### config.mk
export PLATFORM = sky130hd
export DESIGN_NAME = secded_err_monitor
export DESIGN_NICKNAME = d
export VERILOG_FILES = /design/src/rtl/secded_err_monitor.sv
export SDC_FILE = /design/constraint.sdc
export NUM_CORES = 1
export LEC_CHECK = 0
export CORE_ASPECT_RATIO = 0.9
export CORE_MARGIN = 3
export CORE_UTILIZATION = 54
export DETAILED_ROUTE_END_ITERATION = 6
export MAX_ROUTING_LAYER = met4
export PLACE_DENSITY_LB_ADDON = 0.05
export RECOVER_POWER = 25
export SLEW_MARGIN = 20
export SYNTH_ARGS = -nofsm -noshare
export SYNTH_HDL_FRONTEND = slang
export SYNTH_SLANG_ARGS = --single-unit
### constraint.sdc
create_clock -name clk -period 4.4 [get_ports clk]
set_input_delay 0.88 -clock clk [delete_from_list [all_inputs] [get_ports clk]]
set_output_delay 0.88 -clock clk [all_outputs]
set_load 0.05 [all_outputs]
### src/rtl/secded_err_monitor.sv
// SECDED error monitor: classifies decoder words, counts errors,
// runs the alarm FSM and queues error events for a downstream consumer.
module secded_err_monitor #(
  parameter int DATA_W     = 64,
  parameter int CODE_W     = 72,
  parameter int ADDR_W     = 16,
  parameter int CNT_W      = 16,
  parameter int FIFO_DEPTH = 4,
  parameter int SE_THRESH  = 8
) (
  input  logic              clk,
  input  logic              rst,
  input  logic              in_valid,
  input  logic [ADDR_W-1:0] in_addr,
  input  logic [CODE_W-1:0] in_data,
  input  logic              in_err_det,
  input  logic              in_single,
  input  logic              in_double,
  input  logic              clr_counts,
  output logic              ev_valid,
  input  logic              ev_ready,
  output logic [ADDR_W-1:0] ev_addr,
  output logic              ev_type,
  output logic [DATA_W-1:0] ev_data,
  output logic [CNT_W-1:0]  se_count,
  output logic [CNT_W-1:0]  de_count,
  output logic [CNT_W-1:0]  drop_count,
  output logic [1:0]        alarm
);

  localparam int PTR_W = $clog2(FIFO_DEPTH);
  localparam logic [CNT_W-1:0] CNT_MAX = '1;
  localparam logic [CNT_W-1:0] THRESH = CNT_W'(SE_THRESH);
  localparam logic [PTR_W:0] DEPTH = (PTR_W+1)'(FIFO_DEPTH);

  typedef enum logic [1:0] {
    ST_NORMAL = 2'b00,
    ST_WARN   = 2'b01,
    ST_FATAL  = 2'b10
  } alarm_e;

  logic [ADDR_W-1:0] addr_mem_q [FIFO_DEPTH];
  logic              type_mem_q [FIFO_DEPTH];
  logic [DATA_W-1:0] data_mem_q [FIFO_DEPTH];

  logic [PTR_W-1:0] wr_ptr_q, wr_ptr_d;
  logic [PTR_W-1:0] rd_ptr_q, rd_ptr_d;
  logic [PTR_W:0]   cnt_q, cnt_d;
  logic [CNT_W-1:0] se_q, se_d;
  logic [CNT_W-1:0] de_q, de_d;
  logic [CNT_W-1:0] drop_q, drop_d;
  alarm_e           alarm_q, alarm_d;

  logic ev_hit, ev_dbl, ev_se, ev_de;
  logic empty, full, pop, push, drop;
  logic [CNT_W-1:0] se_base, de_base, drop_base;

  // Parity columns are not part of the logged payload.
  logic unused_parity;
  assign unused_parity = ^in_data[CODE_W-1:DATA_W];

  always_comb begin
    ev_hit = in_valid & (in_double | in_single | in_err_det);
    // err_det without single is treated as uncorrectable
    ev_dbl = in_double | ~in_single;
    ev_se  = ev_hit & ~ev_dbl;
    ev_de  = ev_hit & ev_dbl;

    empty = (cnt_q == '0);
    full  = (cnt_q == DEPTH);
    pop   = ~empty & ev_ready;
    push  = ev_hit & (~full | pop);
    drop  = ev_hit & full & ~pop;

    wr_ptr_d = push ? wr_ptr_q + PTR_W'(1) : wr_ptr_q;
    rd_ptr_d = pop ? rd_ptr_q + PTR_W'(1) : rd_ptr_q;
    cnt_d    = cnt_q;
    if (push && !pop) cnt_d = cnt_q + 1'b1;
    if (pop && !push) cnt_d = cnt_q - 1'b1;

    se_base   = clr_counts ? '0 : se_q;
    de_base   = clr_counts ? '0 : de_q;
    drop_base = clr_counts ? '0 : drop_q;

    se_d = se_base;
    if (ev_se && se_base != CNT_MAX) se_d = se_base + 1'b1;
    de_d = de_base;
    if (ev_de && de_base != CNT_MAX) de_d = de_base + 1'b1;
    drop_d = drop_base;
    if (drop && drop_base != CNT_MAX) drop_d = drop_base + 1'b1;

    alarm_d = clr_counts ? ST_NORMAL : alarm_q;
    if (ev_de) begin
      alarm_d = ST_FATAL;
    end else if (alarm_d == ST_NORMAL && se_d >= THRESH) begin
      alarm_d = ST_WARN;
    end
  end

  always_ff @(posedge clk) begin
    if (rst) begin
      wr_ptr_q <= '0;
      rd_ptr_q <= '0;
      cnt_q    <= '0;
      se_q     <= '0;
      de_q     <= '0;
      drop_q   <= '0;
      alarm_q  <= ST_NORMAL;
    end else begin
      wr_ptr_q <= wr_ptr_d;
      rd_ptr_q <= rd_ptr_d;
      cnt_q    <= cnt_d;
      se_q     <= se_d;
      de_q     <= de_d;
      drop_q   <= drop_d;
      alarm_q  <= alarm_d;
    end
  end

  always_ff @(posedge clk) begin
    if (push && !rst) begin
      addr_mem_q[wr_ptr_q] <= in_addr;
      type_mem_q[wr_ptr_q] <= ev_dbl;
      data_mem_q[wr_ptr_q] <= in_data[DATA_W-1:0];
    end
  end

  assign ev_valid   = ~empty;
  assign ev_addr    = empty ? '0 : addr_mem_q[rd_ptr_q];
  assign ev_type    = empty ? 1'b0 : type_mem_q[rd_ptr_q];
  assign ev_data    = empty ? '0 : data_mem_q[rd_ptr_q];
  assign se_count   = se_q;
  assign de_count   = de_q;
  assign drop_count = drop_q;
  assign alarm      = alarm_q;

endmodule

== After elaboration in Yosys (flattened, before gate mapping) ==
Memories as Yosys holds them, arrays and structs flattened. A register that Yosys moved wholly into a read port is not among the register bits.
Cells that the tools add are included.
Storage, ports and cells
  register bits after elaboration: 57
  RAM bits: 324
  input port bits: 96
  output and inout bits: 132
  logic and storage cells: 75
  memories: 3
Cells by class
  add/subtract/negate cells: 7
  order comparisons: 1
  eq/ne operators: 4
  multiplexer cells: 22
  bitwise gates (word level): 16
  reduce and logical (&&, ||, !) cells: 14
Memory list
  data_mem_q: depth 4, width 64, rd ports 1, clocked after memory_dff 1, write ports 1, line 44  | logic [DATA_W-1:0] data_mem_q [FIFO_DEPTH];
  addr_mem_q: depth 4, width 16, rd ports 1, clocked after memory_dff 1, write ports 1, line 42  | logic [ADDR_W-1:0] addr_mem_q [FIFO_DEPTH];
  type_mem_q: depth 4, width 1, rd ports 1, clocked after memory_dff 1, write ports 1, line 43  | logic type_mem_q [FIFO_DEPTH];
Operators with widths (count)
  $mux 16: 7
  $mux 64: 1
  $add 16x1->16 const B: 3
  $ne 16x16->1 const B: 3
  $mux 2: 9
  $ge 16x4->1 const B: 1
  $and 1x1->1: 7
  $logic_and 1x1->1: 7
  $mux 3: 2
  $not 1->1: 5
  $add 2x1->2 const B: 2
  $or 1x1->1: 4
  $add 3x1->3 const B: 1
  $eq 3x3->1 const B: 1
  $logic_not 1->1: 3
  $logic_not 3->1: 1
  $mux 1: 3
  $sub 3x1->3 const B: 1
  $logic_not 2->1: 1
  $reduce_bool 2->1: 1
  $reduce_or 2->1: 1

== Logic depth before layout (Yosys ltp) ==
Gate-level depths: netlist of the first run.
  depth in word-level cells: 10
  mapped depth: 12
  depth with buffers taken out: 9

== Least setup slack after synthesis of the first run ==
Ideal clock, no wire load.
  kind: input to register
  start point: input in_double
  end point: memory addr_mem_q[0][0] (enable)
  setup time: 0.449 ns
  arrival time: 3.380 ns
  required time: 3.951 ns
  path slack: 0.572 ns
  stages: 5
  buffers on the path: 0
  cell sequence: o31a_1 > nor2b_1 > inv_1 > nor2_1 > and2_1
On the way
  word-level cells in the longest chain between the ends: 7
RTL lines
  start: declaration: line 18  | input logic in_double,
  $or 1x1->1 (2 in a row): line 63  | ev_hit = in_valid & (in_double | in_single | in_err_det);
  $and 1x1->1: line 63
  $and 1x1->1: line 72  | push = ev_hit & (~full | pop);
  $logic_and 1x1->1: line 121  | if (push && !rst) begin
  $mux 1: line 121
  $mux 1 (not written as such): line 122  | addr_mem_q[wr_ptr_q] <= in_addr;
  end: declaration: line 42
Every way passes these cells.

==> results.json, run 1 <==
{
  "status": "finished, final reports clean",
  "worstPathMaxFanout": 22,
  "fp.coreArea_um2": 28010,
  "fin_tns_setup_ps": 0,
  "crit-reg2reg-launch": "se_count[0]",
  "holdWs_ps": 502.3,
  "cts_resized": 0,
  "ff2ff_path_depth": 8,
  "rr_endpoint": "alarm[0]",
  "peakVddDrop_v": 0.0005113,
  "final_common_cell": "edfxtp_1",
  "worstMarginPinSlew_ps": 668.7,
  "chipHeight_um": 166.3,
  "switchingPower_uw": 3760,
  "rsz0062_at_grt": "no",
  "cp-end-kind": "output port",
  "maxSlewHeadroom_pct": 55.42,
  "final_core_util_pct": 69.41,
  "async_reset_ff_share_pct": 0,
  "synth.avg_cell_area_um2": 17.27,
  "clock-sinks": 383,
  "die_w_um": 184.2,
  "intPower_uw": 7391,
  "skew_ps": 17.37,
  "gr-usage-all-layers_pct": 20.52,
  "max_freq_mhz": 258.9,
  "path_delay_family": "buffers and inverters",
  "numCtsBuffers": 39,
  "fin_crit_sh_pct": 87.80,
  "holdPathEnd": "alarm[1]",
  "cp_cell_sequence": "buf_4, mux4_2, and2_1, clkdlybuf4s50_1",
  "hpwl_mm": 18.95,
  "overflow": 0,
  "required_ps": 3520,
  "syn_inst": 893,
  "start_util_pct": 55.07,
  "antenna_left": 0,
  "viasPerCell": 5.502,
  "whs_path_depth": 2,
  "pwr-share-seq_pct": 37.7,
  "cp.buffers_inverters": 2,
  "hp-class": "reg -> reg",
  "synth_top_flop_cell": "edfxtp_1",
  "hold_buffers": 0,
  "vias": 8440,
  "syn_area_um2": 15420,
  "switching_share_pct": 33.72,
  "grt_max_degree": 67,
  "gp_congestion": 0.8453,
  "powerDensity_nw_per_um2": 573.5,
  "ff2ff_setup_slack_ps": 1750,
  "post-route-min-period_ps": 3863,
  "seq_area_frac_synth_pct": 70.73,
  "synth_edf_count": 324,
  "wl_per_cell_um": 19.66,
  "yosysUniqueCellTypes": 62,
  "path_clk_slew_ps": 60,
  "clkPwrFrac_pct": 28.1,
  "finalSetupViolations": 0,
  "finish.net_count": 1242,
  "stdcell_area_um2": 19440,
  "layout_common_cells": "edfxtp_1 (324), clkdlybuf4s50_1 (162), and2_1 (83), mux4_2 (81)",
  "slew_violations": 0,
  "worstPathArrival_ps": 2980,
  "die-area_um2": 30630,
  "clockBufferDepth": 3,
  "first_iter_violations": 561,
  "synth_fp_nets": 998,
  "nFillCells": 1871,
  "insertion_delay_ps": 520,
  "hold_viol_final": 0,
  "drt-total-wl_mm": 30.15,
  "grt_pass1_vias": 8695,
  "detail_route.drc_violations": 0,
  "root_buffer": "clkbuf_16",
  "crit_slowest_cell": "clkdlybuf4s50_1",
  "crit_type": "reg -> out",
  "drive_gt1_share_pct": 15.50,
  "rows": 58,
  "hold_path.startpoint": "alarm[1]",
  "num_io_pins": 228,
  "grt_antenna_before_repair": 6,
  "synth_seq_cells": 383,
  "start_kind": "register",
  "cap_viol_max_count": 0,
  "grt_pass1_wl_mm": 47.90,
  "combPwrFrac_pct": 34.2,
  "cts_htree_levels": 2,
  "dpl_cell_area_um2": 18190,
  "max_stage_delay_ps": 710,
  "cts_setup_buffers": 0,
  "dr.pass1.iters": 5,
  "io_buffers": 219,
  "area_growth_pct": 26.05,
  "p_leak_uw": 0.006252,
  "synth_warnings": 0,
  "cts_tree": "yes"
}
-- logic make-up (layout without fill, tap and decap cells) --
| group | after synthesis | in the layout | share of synthesized area (%) |
|---|---|---|---|
| flops | 383 | 383 | 70.73 |
| simple gates | 286 | 286 | 10.63 |
| mux | 84 | 84 | 12.02 |
| buf+inv | 49 | 324 | 1.363 |
| xor+xnor | 45 | 45 | 2.555 |
| compound gates | 37 | 37 | 1.923 |
| fa+ha+maj | 9 | 9 | 0.7787 |
| other cells | 0 | 6 | 0 |
-- state kept, by name, summed over array words and instances, names as in the netlist, named ones only --
signal and flops:
data_mem_q 256, rd_ptr_q 2, drop_count 16, alarm 2
se_count 16, cnt_q 3, de_count 16, type_mem_q 4
wr_ptr_q 2, addr_mem_q 64
-- power groups by stage --
| stage | registers, uW | clock network (uW) | logic [uW] |
|---|---|---|---|
| 2_1_floorplan | 4200 | 0 | 2670 |
| 3_3_place_gp | 4280 | 0 | 3860 |
| 3_5_place_dp | 4280 | 0 | 3870 |
| 4_1_cts | 4210 | 3220 | 3880 |
| 5_1_grt | 4220 | 3370 | 4020 |
| 6_report | 4200 | 3140 | 3810 |
-- final cells by class --
class / count / area, um2 / area share, %
clock inverters: 22 / 168.9 / 0.8688
well taps: 360 / 450.4 / 2.317
flip-flops and latches: 383 / 10920 / 56.16
diodes: 6 / 15.01 / 0.07723
repair buffers: 243 / 2472 / 12.72
multi-input cells: 461 / 4315 / 22.20
clock buffers: 50 / 1069 / 5.496
inverters: 9 / 33.78 / 0.1738
-- metal layers --
metal	track usage, %	wire length, um
met1	27.99	13360
met3	4.534	1770
met4	4.962	575
met2	32.09	14450
met5	-	0
-- metrics by stage --
step | setup slack, ps | power [uW] | std cells
floorplan | 571.7 | 6872 | 893
global placement | 678.6 | 8136 | 1456
detailed placement | 638.1 | 8150 | 1456
CTS | 452.7 | 11320 | 1528
global route | 346.8 | 11620 | 1533
finish | 537.0 | 11150 | 1534
-- worst reg2reg max path: stages (launching register included) --
cell,delay (ps)
dfxtp_1,330
nor2b_1,160
ha_1,200
and3b_1,260
and4_4,280
a21oi_4,340
or4b_1,470
a211oi_1,370
a31oi_1,130
-- worst max-delay path by stage --
stage / end / start / cells after the start / slack, ps
floorplan: addr_mem_q[0][0] / in_double / 5 / 570
global placement: drop_count[13] / clr_counts / 10 / 680
detailed placement: drop_count[13] / clr_counts / 10 / 640
CTS: ev_data[57] / register / 4 / 450
global route: ev_data[53] / register / 4 / 350
finish: ev_data[57] / register / 4 / 540
-- Yosys cell counts (3+ instances only) --
cell / n / area (um2)
a21oi_1: 7 / 35.03
a31oi_1: 3 / 18.77
and2_1: 87 / 544.3
and3_1: 7 / 43.79
and3b_1: 3 / 26.28
and4_1: 7 / 61.31
and4b_1: 3 / 30.03
buf_1: 5 / 18.77
buf_2: 6 / 30.03
clkbuf_1: 26 / 97.59
dfxtp_1: 59 / 1181
edfxtp_1: 324 / 9729
ha_1: 8 / 100.1
inv_1: 9 / 33.78
mux2i_1: 3 / 30.03
mux4_2: 81 / 1824
nand2_1: 33 / 123.9
nand2b_1: 3 / 18.77
nand3_1: 17 / 85.08
nand4_1: 13 / 81.33
nor2_1: 55 / 206.5
nor2b_1: 19 / 118.9
nor3_1: 9 / 45.04
nor4_1: 5 / 31.28
nor4b_1: 3 / 26.28
o21ai_0: 7 / 35.03
or3_1: 5 / 31.28
xnor2_1: 27 / 236.5
xor2_1: 18 / 157.7
No activity file was read; power rests on OpenSTA's default activity.
==> run 2: changes to the inputs <==
--- a/config.mk
+++ b/config.mk
@@ -7,9 +7,9 @@
 export LEC_CHECK = 0
 export CORE_ASPECT_RATIO = 0.9
 export CORE_MARGIN = 3
-export CORE_UTILIZATION = 54
+export CORE_UTILIZATION = 40
+export CTS_BUF_LIST = sky130_fd_sc_hd__clkbuf_16
 export DETAILED_ROUTE_END_ITERATION = 6
-export MAX_ROUTING_LAYER = met4
 export PLACE_DENSITY_LB_ADDON = 0.05
 export RECOVER_POWER = 25
 export SLEW_MARGIN = 20
==> run 2 against run 1 <==
  * Core utilization down 17 points
  * Highest routed layer is now met5
  * Largest cell class unchanged
  * Register-to-register slack improved by 40 ps
  * Sequential power about the same
  * Critical endpoint is now ev_addr[3]
==> results.json, run 2 (synthesis gave the netlist of run 1 again) <==
{
  "maxSlewHeadroom_pct": 54.94,
  "grt_pass1_wl_mm": 51.57,
  "hp-class": "reg -> reg",
  "crit-reg2reg-launch": "se_count[1]",
  "grt_max_degree": 46,
  "powerDensity_nw_per_um2": 573.7,
  "hold_buffers": 0,
  "reg_top3": "data_mem_q (256), addr_mem_q (64)",
  "switchingPower_uw": 3840,
  "gp_congestion": 0.7781,
  "finalSetupViolations": 0,
  "worstPathArrival_ps": 2980,
  "grt_pass1_vias": 8911,
  "finish.net_count": 1244,
  "layout_common_cells": "edfxtp_1 (324), clkdlybuf4s50_1 (166), and2_1 (83), mux4_2 (81), dfxtp_1 (57)",
  "die-area_um2": 40960,
  "detail_route.drc_violations": 0,
  "ff2ff_setup_slack_ps": 1790,
  "holdPathEnd": "alarm[1]",
  "post-route-min-period_ps": 3859,
  "fin_tns_setup_ps": 0,
  "fin_crit_sh_pct": 87.72,
  "hold_path.startpoint": "alarm[1]",
  "gr-usage-all-layers_pct": 16.32,
  "wl_per_cell_um": 20.01,
  "antenna_left": 0,
  "io_buffers": 219,
  "combPwrFrac_pct": 34.6,
  "ff2ff_path_depth": 8,
  "area_growth_pct": 27.23,
  "rsz0062_at_grt": "no",
  "multi_input_area_um2": 4315,
  "viasPerCell": 5.138,
  "rows": 67,
  "crit_type": "reg -> out",
  "cts_setup_buffers": 0,
  "start_kind": "register",
  "first_iter_violations": 348,
  "root_buffer": "clkbuf_16",
  "required_ps": 3520,
  "start_util_pct": 40.98,
  "cts_resized": 0,
  "largest_register": "data_mem_q",
  "nFillCells": 3125,
  "whs_path_depth": 2,
  "clkPwrFrac_pct": 28.1,
  "seqCellArea_um2": 10920,
  "rr_endpoint": "alarm[0]",
  "drt-total-wl_mm": 32.99,
  "fp.coreArea_um2": 37640,
  "chipHeight_um": 192.3,
  "slew_violations": 0,
  "vias": 8473,
  "cp-end-kind": "output port",
  "status": "finished, final reports clean",
  "cts_tree": "yes",
  "num_io_pins": 228,
  "hpwl_mm": 20.33,
  "layout_setup_ws_ps": 540.5,
  "dr.pass1.iters": 5,
  "clock-sinks": 383,
  "die_w_um": 213.0,
  "path_clk_slew_ps": 60,
  "hold_viol_final": 0,
  "overflow": 0,
  "switching_share_pct": 34.10,
  "cap_viol_max_count": 0,
  "num_antenna_cells": 0,
  "worstPathMaxFanout": 22,
  "insertion_delay_ps": 530,
  "pre_cts_ws_ps": 677.4,
  "largest_reg_flops": 256,
  "skew_ps": 9.402,
  "clockBufferDepth": 3,
  "pwr-share-seq_pct": 37.3,
  "worstMarginPinSlew_ps": 671.4,
  "intPower_uw": 7420,
  "cts_htree_levels": 2,
  "final_common_cell": "edfxtp_1",
  "stdcell_area_um2": 19630,
  "grt_antenna_before_repair": 4,
  "dpl_cell_area_um2": 18390,
  "fin_total_pwr_uw": 11260,
  "peakVddDrop_v": 0.0004060,
  "numCtsBuffers": 42,
  "max_freq_mhz": 259.1,
  "drive_gt1_share_pct": 15.27,
  "p_leak_uw": 0.006309
}
[run 2: changes by cell type in the layout (fill, tap and decap cells not counted), sizes merged]
cell / before / now
clkinv: 17 / 14
clkdlybuf4s50: 162 / 166
inv: 10 / 21
diode: 6 / 0
clkinvlp: 2 / 1
buf: 24 / 23
dlygate4sd3: 57 / 53
clkbuf: 50 / 42
[run 2: worst max-delay path: stages (launching register included)]
cell and delay (ps):
dfxtp_4 660, buf_4 360, mux4_2 530, and2_1 190, clkdlybuf4s50_1 720
[run 2: power groups by stage]
stage               Sequential, uW  Clock (uW)  Combinational, uW
finish                        4190        3170               3900
global route                  4220        3440               4130
CTS                           4200        3280               4000
detailed placement            4280           0               3990
global placement              4280           0               3990
floorplan                     4200           0               2670
[run 2: worst max-delay path by stage]
stage | startpoint | endpoint | slack, ps | depth (start not counted)
finish | register | ev_addr[3] | 540 | 4
floorplan | in_double | addr_mem_q[0][0] | 570 | 5
global placement | clr_counts | alarm[0] | 750 | 9
detailed placement | clr_counts | alarm[0] | 680 | 9
CTS | register | ev_addr[3] | 420 | 4
global route | register | ev_data[19] | 330 | 4
[run 2: layout make-up]
| type | count | area share, % |
|---|---|---|
| timing repair buffer | 242 | 12.81 |
| multi-input combinational | 461 | 21.99 |
| tap | 483 | 3.079 |
| sequential | 383 | 55.63 |
| inverter | 9 | 0.1721 |
| clock inverter | 29 | 0.9563 |
| clock buffer | 42 | 5.355 |
[run 2: per-stage QoR]
step           util [%]  instances  hold WS [ps]
2_1_floorplan         -        893         461.9
3_3_place_gp      48.85       1578         481.1
3_5_place_dp      48.85       1578         489.1
4_1_cts           52.14       1649         497.5
5_1_grt           52.14       1649         523.1
6_report          52.14       1649         493.2
[run 2: layer usage]
layer  track usage (%)  routed length (um)  up-vias  share of wire, %
li1                  -                   -     3954                 -
met1             22.78               15080     4258                46
met2             26.56               15560      199                47
met3             3.349                1749       58               5.3
met4             3.837                 589        4               1.8
met5                 0                  15        -             0.045
==> run 3: changes to the inputs <==
--- a/config.mk
+++ b/config.mk
@@ -9,6 +9,7 @@
 export CORE_MARGIN = 3
 export CORE_UTILIZATION = 40
 export CTS_BUF_LIST = sky130_fd_sc_hd__clkbuf_16
+export CTS_CLUSTER_SIZE = 28
 export DETAILED_ROUTE_END_ITERATION = 6
 export PLACE_DENSITY_LB_ADDON = 0.05
 export RECOVER_POWER = 25
==> results of run 3 <==
The final DEF is identical to that of run 2; final timing and power are the same.
